## config.mk

```make
export PLATFORM = sky130hd
export DESIGN_NAME = imm_gen_pipe
export DESIGN_NICKNAME = d
export VERILOG_FILES = /design/src/rtl/imm_gen_pkg.sv /design/src/rtl/imm_decode_comb.sv /design/src/rtl/imm_gen_pipe.sv
export SDC_FILE = /design/constraint.sdc
export NUM_CORES = 1
export LEC_CHECK = 0
export BUFFER_PORTS_ARGS = -buffer_cell sky130_fd_sc_hd__buf_4
export CORE_UTILIZATION = 40
export CTS_CLUSTER_DIAMETER = 120
export CTS_CLUSTER_SIZE = 8
export DETAILED_ROUTE_END_ITERATION = 8
export PLACE_DENSITY = 0.61
export SYNTH_ARGS = -nofsm -noshare
export SYNTH_HDL_FRONTEND = slang
export SYNTH_HIERARCHICAL = 1
export SYNTH_SLANG_ARGS = --single-unit
```

## constraint.sdc

```tcl
create_clock -name clk -period 2.3 [get_ports clk]
set_clock_uncertainty 0.2 [all_clocks]
set_input_delay 0 -clock clk [delete_from_list [all_inputs] [get_ports clk]]
set_output_delay 0 -clock clk [all_outputs]
set_load 0.02 [all_outputs]
```

## src/rtl/imm_gen_pkg.sv

```systemverilog
// rtl/imm_gen_pkg.sv - immediate type codes and skid-buffer state encoding for imm_gen_pipe
package imm_gen_pkg;

    localparam int IMM_TYPE_W = 3;

    localparam logic [IMM_TYPE_W-1:0] IMM_I = 3'b000;
    localparam logic [IMM_TYPE_W-1:0] IMM_B = 3'b001;
    localparam logic [IMM_TYPE_W-1:0] IMM_S = 3'b010;
    localparam logic [IMM_TYPE_W-1:0] IMM_U = 3'b011;
    localparam logic [IMM_TYPE_W-1:0] IMM_J = 3'b100;
    localparam logic [IMM_TYPE_W-1:0] IMM_Z = 3'b101;

    // Bit 0 = main entry valid, bit 1 = skid entry valid
    typedef enum logic [1:0] {
        ST_EMPTY = 2'b00,
        ST_ONE   = 2'b01,
        ST_FULL  = 2'b11
    } skid_state_t;

endpackage

```

## src/rtl/imm_decode_comb.sv

```systemverilog
// rtl/imm_decode_comb.sv - combinational immediate format mux and extension; IMM_GEN_ZICSR_EN enables type Z
module imm_decode_comb
    import imm_gen_pkg::*;
#(
    parameter int XLEN = 32
) (
    input  logic [31:0]           instr,
    input  logic [IMM_TYPE_W-1:0] imm_type,
    output logic [XLEN-1:0]       imm,
    output logic                  illegal
);

    logic signed [31:0] raw;
    logic               unused_opcode;

    assign unused_opcode = ^instr[6:0];

    always_comb begin
        raw     = '0;
        illegal = 1'b0;
        case (imm_type)
            IMM_I: raw = {{20{instr[31]}}, instr[31:20]};
            IMM_B: raw = {{19{instr[31]}}, instr[31], instr[7], instr[30:25], instr[11:8], 1'b0};
            IMM_S: raw = {{20{instr[31]}}, instr[31:25], instr[11:7]};
            IMM_U: raw = {instr[31:12], 12'b0};
            IMM_J: raw = {{11{instr[31]}}, instr[31], instr[19:12], instr[20], instr[30:21], 1'b0};
`ifdef IMM_GEN_ZICSR_EN
            // Bit 31 stays clear, so the sign extension below acts as zero extension
            IMM_Z: raw = {27'b0, instr[19:15]};
`endif
            default: illegal = 1'b1;
        endcase
    end

    assign imm = XLEN'(raw);

endmodule

```

## src/rtl/imm_gen_pipe.sv

```systemverilog
// rtl/imm_gen_pipe.sv - pipelined immediate generator with two-entry skid buffer and flush
module imm_gen_pipe
    import imm_gen_pkg::*;
#(
    parameter int XLEN  = 32,
    parameter int TAG_W = 5
) (
    input  logic                  clk,
    input  logic                  rst_n,
    input  logic                  flush,
    input  logic                  in_valid,
    output logic                  in_ready,
    input  logic [31:0]           in_instr,
    input  logic [IMM_TYPE_W-1:0] in_imm_type,
    input  logic [TAG_W-1:0]      in_tag,
    output logic                  out_valid,
    input  logic                  out_ready,
    output logic [XLEN-1:0]       out_imm,
    output logic [TAG_W-1:0]      out_tag,
    output logic                  out_illegal
);

    logic [XLEN-1:0]  dec_imm;
    logic             dec_illegal;
    skid_state_t      state;
    logic [XLEN-1:0]  skid_imm;
    logic [TAG_W-1:0] skid_tag;
    logic             skid_illegal;
    logic             acc;
    logic             pop;

    imm_decode_comb #(
        .XLEN (XLEN)
    ) u_decode (
        .instr    (in_instr),
        .imm_type (in_imm_type),
        .imm      (dec_imm),
        .illegal  (dec_illegal)
    );

    assign acc = in_valid & in_ready;
    assign pop = out_valid & out_ready;

    // out_* registers are the main entry itself; in_ready/out_valid are registered copies of the state
    always_ff @(posedge clk or negedge rst_n) begin
        if (!rst_n) begin
            state        <= ST_EMPTY;
            in_ready     <= 1'b1;
            out_valid    <= 1'b0;
            out_imm      <= '0;
            out_tag      <= '0;
            out_illegal  <= 1'b0;
            skid_imm     <= '0;
            skid_tag     <= '0;
            skid_illegal <= 1'b0;
        end else if (flush) begin
            state     <= ST_EMPTY;
            in_ready  <= 1'b1;
            out_valid <= 1'b0;
        end else begin
            case (state)
                ST_EMPTY: begin
                    if (acc) begin
                        state       <= ST_ONE;
                        out_valid   <= 1'b1;
                        out_imm     <= dec_imm;
                        out_tag     <= in_tag;
                        out_illegal <= dec_illegal;
                    end
                end
                ST_ONE: begin
                    if (acc && !pop) begin
                        state        <= ST_FULL;
                        in_ready     <= 1'b0;
                        skid_imm     <= dec_imm;
                        skid_tag     <= in_tag;
                        skid_illegal <= dec_illegal;
                    end else if (pop && !acc) begin
                        state     <= ST_EMPTY;
                        out_valid <= 1'b0;
                    end else if (acc && pop) begin
                        out_imm     <= dec_imm;
                        out_tag     <= in_tag;
                        out_illegal <= dec_illegal;
                    end
                end
                ST_FULL: begin
                    if (pop) begin
                        state       <= ST_ONE;
                        in_ready    <= 1'b1;
                        out_imm     <= skid_imm;
                        out_tag     <= skid_tag;
                        out_illegal <= skid_illegal;
                    end
                end
                default: begin
                    state     <= ST_EMPTY;
                    in_ready  <= 1'b1;
                    out_valid <= 1'b0;
                end
            endcase
        end
    end

endmodule

```

==> results.ini, run 1 <==
[status]
status = finished, violations left
violations = negative hold slack

[setup_path]
startpoint_type = input pin
critical_path.startpoint = in_imm_type[0]
critPathCapture = skid_imm[29]
path_max_fanout = 19
reg2reg_from = in_ready
worst_ep_required_time_ns = 2.34
arrival_ns = 2.19
reg2reg_slack_ns = 0.23
reg2reg_to = in_ready
worstSetupPathType = input pin to flop
reg2reg_depth = 5
crit_path_end_kind = flop

[cells_and_area]
final_cell_mix = buf_4, dfrtp_1, o21ai_0
layout-drive-gt1-share = 0.3000
final_common_cell = buf_4
nets = 545
fin_cells = 633
antenna_cells = 0
area_growth_pct = 33.55

[pwr]
power.density_nw_per_um2 = 1087
p_total_mw = 5.968
switching_share = 0.3565
power_frac_seq = 0.392
pwr-share-comb = 0.399
power.switching_mw = 2.127
clkPwrFrac = 0.208
p_int_mw = 3.840
p_leak_nw = 2.432
ir_worst_vdd_mv = 0.4091

[timing]
slew_headroom = 0.5963
fmax_mhz = 464.8
holdWs_ns = -0.009638
hold_viol_final = 2
finalSetupViolations = 0
fin_setup_tns_ns = 0
finalWorstPathRequiredPeriod_ns = 2.152
worst_pin_slew_ns = 0.6044
slew_violations = 0
rsz0062_at_grt = false
period_share = 0.9355
layout_setup_ws_ns = 0.1484

[route]
drt_wl_total_um = 10140
wl_per_cell_um = 16.02
drt-pass1-iter-count = 4
via_count = 3338
drc = 0
drt-initial-drc-count = 141
viasPerCell = 5.273
ant_nets = 0

[grt]
grt_pass1_wl_um = 16200
grt_max_degree = 46
track_usage = 0.2023
overflow = 0
grt_pass1_vias = 3266
antenna_found_initial = 0

[placed_design]
place_ws_ns = 0.2853
place.detailed.hpwl_um = 6534
portBuffers = 77
dp_cells = 569
routabilityCongestion = 0.8741

[synthesis]
synth_top_cell_area_share = 0.4810
ys_async_sr_fraction = 1.000
synth_largest_area_cell = dfrtp_1
synth_seq_area_share = 0.4874
syn_avg_cell_area_um2 = 10.73
synth_ff_type = dfrtp_1
yosysUniqueCellTypes = 40
synth_enable_flop_cells = 0
ys_warn_count = 6
synth.ff_latch_count = 80
syn_nets = 433
synth_area_um2 = 4110
synth_cells = 383
yosys-top-cells-area = dfrtp_1, mux2_2, mux2i_1

[cts]
clock_sinks = 80
cts.htree.levels = 3
cts_made_buffers = 9
path_clk_slew_ns = 0.08
clk_latency_ns = 0.35
cts_tree = done
cts_max_path_buffers = 2
root_buffer = clkbuf_8

[hold_path]
hold_path_class = input pin to flop

[floorplanning]
core_um2 = 9864
die_x_um = 103.4
die_area_um2 = 10690
fp.dieH_um = 103.4
num_rows = 36
io_pins = 85
initial_utilization = 0.4167

[run]
max_cap_viol_count = 0

## worst max-delay path, stage by stage
cell           delay (ns)
dlygate4sd3_1        0.52
buf_4                0.22
maj3_2               0.31
nand2b_4             0.22
nand2_1              0.09
dlygate4sd3_1        0.56
mux2_2               0.26
## cells in the mapped netlist, types with 2 or more instances
| cell | n |
|---|---|
| mux2i_1 | 40 |
| nand3_1 | 2 |
| inv_1 | 7 |
| clkbuf_1 | 15 |
| nor2_1 | 3 |
| nand2_1 | 25 |
| nand2b_1 | 5 |
| and2b_1 | 2 |
| clkbuf_2 | 3 |
| a211o_1 | 2 |
| ha_1 | 5 |
| dfrtp_1 | 79 |
| buf_4 | 3 |
| buf_6 | 6 |
| o21ai_0 | 56 |
| buf_2 | 5 |
| mux2_2 | 43 |
| a31oi_1 | 3 |
| o21ai_1 | 21 |
| a21oi_1 | 19 |
| o22ai_1 | 12 |
| nor2b_1 | 8 |
| nor3_1 | 2 |
## sequential cells by signal, indices dropped and copies added, names as in the netlist
register	flops
in_ready	1
out_illegal	1
state	2
out_valid	1
out_imm	32
skid_tag	5
skid_illegal	1
out_tag	5
skid_imm	32
## metrics by stage
step	utilization	area, um^2	hold slack, ns
floorplan	-	4110	-0.4956
global placement	0.4828	4762	-0.2005
detailed placement	0.4828	4762	-0.1932
CTS	0.5564	5489	0.004653
global route	0.5564	5489	0.03036
finish	0.5564	5489	-0.009638
## power groups by stage
stage          combinational [mW]  sequential, mW  clock (mW)
2_1_floorplan                1.16            2.64           0
3_3_place_gp                 2.26            2.34           0
3_5_place_dp                 2.32            2.37           0
4_1_cts                      2.41            2.34        1.28
5_1_grt                      2.63            2.42        1.34
6_report                     2.38            2.34        1.24
## worst min-delay path by stage
stage,from,to,slack [ns],cells after the start
global route,in_instr[12],skid_imm[12],0.03,4
CTS,in_instr[10],out_imm[3],0.005,5
finish,in_instr[10],out_imm[3],-0.01,5
floorplan,rst_n,out_illegal,-0.50,0
global placement,rst_n,out_valid,-0.20,1
detailed placement,rst_n,out_valid,-0.19,1
## cell type report
| class | instances | area [um^2] |
|---|---|---|
| fillers | 901 | 4375 |
| flip-flops and latches | 80 | 2003 |
| multi-input cells | 264 | 1903 |
| repair buffers | 133 | 1154 |
| well taps | 133 | 166.4 |
| clock buffers | 11 | 131.4 |
| clock inverters | 5 | 105.1 |
| inverters | 7 | 26.28 |
## logic make-up (layout without fill, tap and decap cells)
family | count (synthesis) | after routing | synth area share
AND/OR/NAND/NOR | 55 | 55 | 0.06941
multiplexers | 83 | 83 | 0.2152
buffers and inverters | 39 | 156 | 0.05175
AO/OA/AOI/OAI | 120 | 120 | 0.1583
flip-flops | 80 | 80 | 0.4874
adder cells (fa/ha/maj) | 6 | 6 | 0.01796
## metal layers
metal / global-route usage / wire length (um) / up-vias
met5: 0 / 0 / -
met2: 0.3316 / 4862 / 92
met3: 0.03159 / 437 / 14
met4: 0.07584 / 173 / 0
met1: 0.2706 / 4667 / 1644
li1: - / - / 1588
## repair_timing
item,4_1_cts,5_1_grt
hold endpoints to repair,144,0
buffers inserted,0,0
gates resized for setup,0,0
hold buffers,48,0
No activity file was read; power rests on OpenSTA's default activity.
==> inputs of run 2 (changes only) <==
Settings changed: RECOVER_POWER set to 25.
==> run 2 against run 1 <==
Effect of this change: the run still ends with negative hold slack left; setup slack worse by 0.0057 ns; via count is 0.33% lower; fmax is 0.26% lower; register-to-register slack is essentially flat; sequential share of layout area up 1.1 points.
==> results.ini, run 2 (synthesis gave the netlist of run 1 again) <==
[cts]
path_clk_slew_ns = 0.08
ctsResizeCount = 0
root_buffer = clkbuf_8
clock_sinks = 80
cts_tree = done
cts.htree.levels = 3
cts_max_path_buffers = 2
clk_latency_ns = 0.35
cts_made_buffers = 9
cts_hold_buf = 48
cts_setup_buffers = 0

[cells_and_area]
reg.largest.list = out_imm (32), skid_imm (32)
nets = 545
layout-drive-gt1-share = 0.2220
final_cell_mix = dfrtp_1, o21ai_0, dlygate4sd3_1
final_common_cell = dfrtp_1
antenna_cells = 0
area_growth_pct = 29.62
design_area_um2 = 5328

[pwr]
ir_worst_vdd_mv = 0.4158
power.density_nw_per_um2 = 1078
p_leak_nw = 2.272

[floorplanning]
die_x_um = 103.4
fp.dieH_um = 103.4
core_um2 = 9864
io_pins = 85
die_area_um2 = 10690
num_rows = 36
initial_utilization = 0.4167

[setup_path]
worst_ep_required_time_ns = 2.34
crit_path_end_kind = flop
slowest_delay_ns = 0.56
cp_common_cell = dlygate4sd3_1
startpoint_type = input pin
arrival_ns = 2.20
slowest_stage = dlygate4sd3_1
worstSetupPathType = input pin to flop
cp_cell_sequence = dlygate4sd3_1 -> buf_4 -> maj3_2 -> nand2b_4 -> nand2_1 -> dlygate4sd3_1 -> mux2_2
path_max_fanout = 19

[timing]
finalSetupViolations = 0
fin_setup_tns_ns = 0
slew_headroom = 0.4249
rsz0062_at_grt = false
hold_viol_final = 2
fmax_mhz = 463.6
finalWorstPathRequiredPeriod_ns = 2.157
period_share = 0.9379
worst_pin_slew_ns = 0.8626
holdWs_ns = -0.01039
slew_violations = 0

[placed_design]
routabilityCongestion = 0.8741
place_area_um2 = 4762
place.detailed.hpwl_um = 6534
portBuffers = 77

[route]
wirelength_met1_um = 4724
wl_met3_um = 429
top_layer_used = met4
drt_wl_total_um = 10220
viasPerCell = 5.256
drc = 0
wl_met2_um = 4890
drt-pass1-iter-count = 4
via_count = 3327
ant_nets = 0
drt-initial-drc-count = 154
wl_per_cell_um = 16.14

[run]
max_cap_viol_count = 0

[grt]
grt_max_degree = 46
grt_pass1_wl_um = 16200
antenna_found_initial = 0
overflow = 0
track_usage = 0.2023
grt_pass1_vias = 3266

[status]
violations = negative hold slack
status = finished, violations left

[hold_path]
hold_path_class = input pin to flop

## run 2: changes by cell type in the layout (fill, tap and decap cells not counted), sizes merged
cell,previous run,this run
clkbuf,11,51
buf,86,46
## run 2: layer usage
| metal | GRT usage | vias to the layer above |
|---|---|---|
| met5 | 0 | - |
| met4 | 0.07584 | 0 |
| met3 | 0.03159 | 14 |
| met2 | 0.3316 | 92 |
| met1 | 0.2706 | 1631 |
| li1 | - | 1590 |
## run 2: cell type report
class	instances	area [um^2]
Clock buffer	11	131.4
Clock inverter	5	105.1
Fill cell	946	4537
Inverter	7	26.28
Multi-Input combinational cell	264	1903
Sequential cell	80	2003
Tap cell	133	166.4
Timing Repair Buffer	133	992.2
## run 2: worst paths after layout
check,startpoint,end,slack [ns],cells past startpoint
max reg2reg,in_ready,in_ready,0.22,5
min,in_instr[10],out_imm[3],-0.01,5
max in group asynchronous,rst_n,skid_imm[6],0.38,4
min in group asynchronous,rst_n,in_ready,0.65,3
max,in_imm_type[0],skid_imm[29],0.14,7
min reg2reg,skid_imm[9],skid_imm[9],0.31,1
## run 2: worst max-delay path: cells and delay by family
family        cells  cell delay (ns)
fa+ha+maj         1             0.31
simple gates      2             0.31
buf+inv           3             1.30
mux               1             0.26
## run 2: metrics by stage
stage / cells / worst slack, ns / power [mW] / hold slack, ns / util
finish: 633 / 0.1428 / 5.741 / -0.01039 / 0.5401
global route: 633 / 0.05055 / 6.149 / 0.03036 / 0.5401
CTS: 633 / 0.1485 / 6.028 / 0.004653 / 0.5564
detailed placement: 569 / 0.2853 / 4.687 / -0.1932 / 0.4828
global placement: 569 / 0.3698 / 4.593 / -0.2005 / 0.4828
floorplan: 383 / 0.3902 / 3.808 / -0.4956 / -
## run 2: report_power, final
group          internal [mW]  switching (mW)
Clock                  0.722           0.519
Combinational          0.873            1.29
Sequential              2.02           0.319
==> inputs of run 3 (changes only) <==
Settings changed: ABC_CLOCK_PERIOD_IN_PS set to 2300, CORE_ASPECT_RATIO set to 0.8.
==> run 3 against run 2 <==
Effect of this change: the run ends with max-capacitance violations, max-slew violations left; register-to-register slack worse by 0.06 ns; via count is 0.90% higher; fmax down 1.9%; global-route usage is 0.70 points higher; cell count is 0.32% lower; die area is essentially flat; critical path depth unchanged; total power increased by 9.2%; routed wire length grew 1.8%; clock-buffer cell count did not move; critical path type unchanged; largest cell class unchanged; highest routed layer unchanged.
==> results.ini, run 3 (synthesis gave the netlist of run 1 again) <==
[cts]
root_buffer = clkbuf_16
cts_max_path_buffers = 2
ctsResizeCount = 0
cts.htree.levels = 3
path_clk_slew_ns = 0.06
clk_latency_ns = 0.34
cts_hold_buf = 40
cts_made_buffers = 9
cts_tree = done
clock_sinks = 80
cts_setup_buffers = 0

[setup_path]
reg2reg_slack_ns = 0.16
worstSetupPathType = input pin to flop
reg2reg_depth = 6
reg2reg_from = state[0]
slowest_delay_ns = 0.56
arrival_ns = 2.22
reg2reg_to = out_valid
slowest_stage = dlygate4sd3_1
path_max_fanout = 12
worst_ep_required_time_ns = 2.32
cp_cell_sequence = dlygate4sd3_1 -> buf_4 -> maj3_2 -> nand2b_4 -> nand2_1 -> dlygate4sd3_1 -> mux2_2
cp_common_cell = dlygate4sd3_1
startpoint_type = input pin
crit_path_end_kind = flop
critical_path.startpoint = in_imm_type[1]

[cells_and_area]
design_area_um2 = 5484
nets = 540
final_common_cell = buf_4
antenna_cells = 0
final_cell_mix = buf_4, dfrtp_1, o21ai_0
layout-drive-gt1-share = 0.3071
reg.largest.list = out_imm (32), skid_imm (32)
final_util = 0.5591
area_growth_pct = 33.42

[route]
via_count = 3357
ant_nets = 0
drc = 0
drt-pass1-iter-count = 4
drt_wl_total_um = 10400
drt-initial-drc-count = 227
wl_per_cell_um = 16.48
viasPerCell = 5.320

[floorplanning]
core_um2 = 9809
num_rows = 32
die_area_um2 = 10690
die_x_um = 115.3
fp.dieH_um = 92.67
initial_utilization = 0.4190
io_pins = 85

[grt]
grt_use_met1 = 0.2775
track_usage = 0.2094
grt_util_met3 = 0.06086
grt_pass1_wl_um = 17040
grt_pass1_vias = 3328
overflow = 0
grt_use_met2 = 0.3363
busiest_layer = met2
grt_max_degree = 39
antenna_found_initial = 0

[timing]
slew_violations = 29
worst_pin_slew_ns = 1.567
fin_setup_tns_ns = 0
rsz0062_at_grt = false
layout_setup_ws_ns = 0.1020
fmax_mhz = 455.0
period_share = 0.9556
hold_viol_final = 0
slew_headroom = -0.04465
finalSetupViolations = 0
finalWorstPathRequiredPeriod_ns = 2.198

[hold_path]
holdPathStages = 4
hold_start = in_imm_type[2]
hold_path_class = input pin to flop
worstHoldEndpoint = out_imm[0]

[pwr]
p_leak_nw = 2.424
switching_share = 0.3554
p_total_mw = 6.270
clkPwrFrac = 0.239
power.switching_mw = 2.228
p_int_mw = 4.042
ir_worst_vdd_mv = 0.6798
pwr-share-comb = 0.387
power_frac_seq = 0.374
power.density_nw_per_um2 = 1143

[run]
max_cap_viol_count = 1

[placed_design]
portBuffers = 77
routabilityCongestion = 0.8314
place_ws_ns = 0.1935
place_area_um2 = 4797
place.detailed.hpwl_um = 6801

[status]
violations = max-capacitance violations, max-slew violations
status = finished, violations left

==> run 3: changes by cell type in the layout (fill, tap and decap cells not counted), sizes merged <==
cell | previous run | this run
inv | 7 | 9
dlygate4sd3 | 47 | 39
buf | 46 | 85
bufinv | 3 | 1
clkbuf | 51 | 15
==> run 3: worst max path at each step <==
| stage | depth (start not counted) | slack (ns) | to |
|---|---|---|---|
| CTS | 7 | 0.15 | skid_imm[29] |
| global placement | 7 | 0.30 | out_imm[12] |
| detailed placement | 7 | 0.19 | out_imm[18] |
| global route | 3 | 0.02 | skid_imm[14] |
| floorplan | 6 | 0.39 | out_imm[0] |
| finish | 7 | 0.10 | skid_imm[29] |
==> run 3: critical path, delay by kind of cell <==
family | cells | cell delay, ns
adder cells (fa/ha/maj) | 1 | 0.31
buffers and inverters | 3 | 1.33
AND/OR/NAND/NOR | 2 | 0.31
multiplexers | 1 | 0.26
==> run 3: metrics by stage <==
stage / cells / hold slack, ns
6_report: 631 / 0.01366
5_1_grt: 631 / 0.03947
4_1_cts: 631 / 0.0006257
3_5_place_dp: 575 / -0.1944
3_3_place_gp: 575 / -0.1890
2_1_floorplan: 383 / -0.4956
==> run 3: area by class of cell <==
type | count | area, um^2
flip-flops and latches | 80 | 2003
multi-input cells | 264 | 1912
repair buffers | 128 | 1057
fillers | 897 | 4325
inverters | 7 | 26.28
clock buffers | 11 | 252.7
well taps | 136 | 170.2
clock inverters | 5 | 62.56
==> run 3: routing by layer <==
layer,share of wire,wire length (um),up-vias
met5,0,0,-
met2,0.47,4881,82
met1,0.48,4981,1691
met4,0.0039,41,0
li1,-,-,1580
met3,0.048,497,4
==> run 3: power groups by stage <==
stage	clock (mW)	combinational, mW	sequential, mW
6_report	1.50	2.43	2.34
5_1_grt	1.59	2.66	2.42
4_1_cts	1.52	2.47	2.35
2_1_floorplan	0	1.16	2.64
3_5_place_dp	0	2.39	2.37
3_3_place_gp	0	2.33	2.34
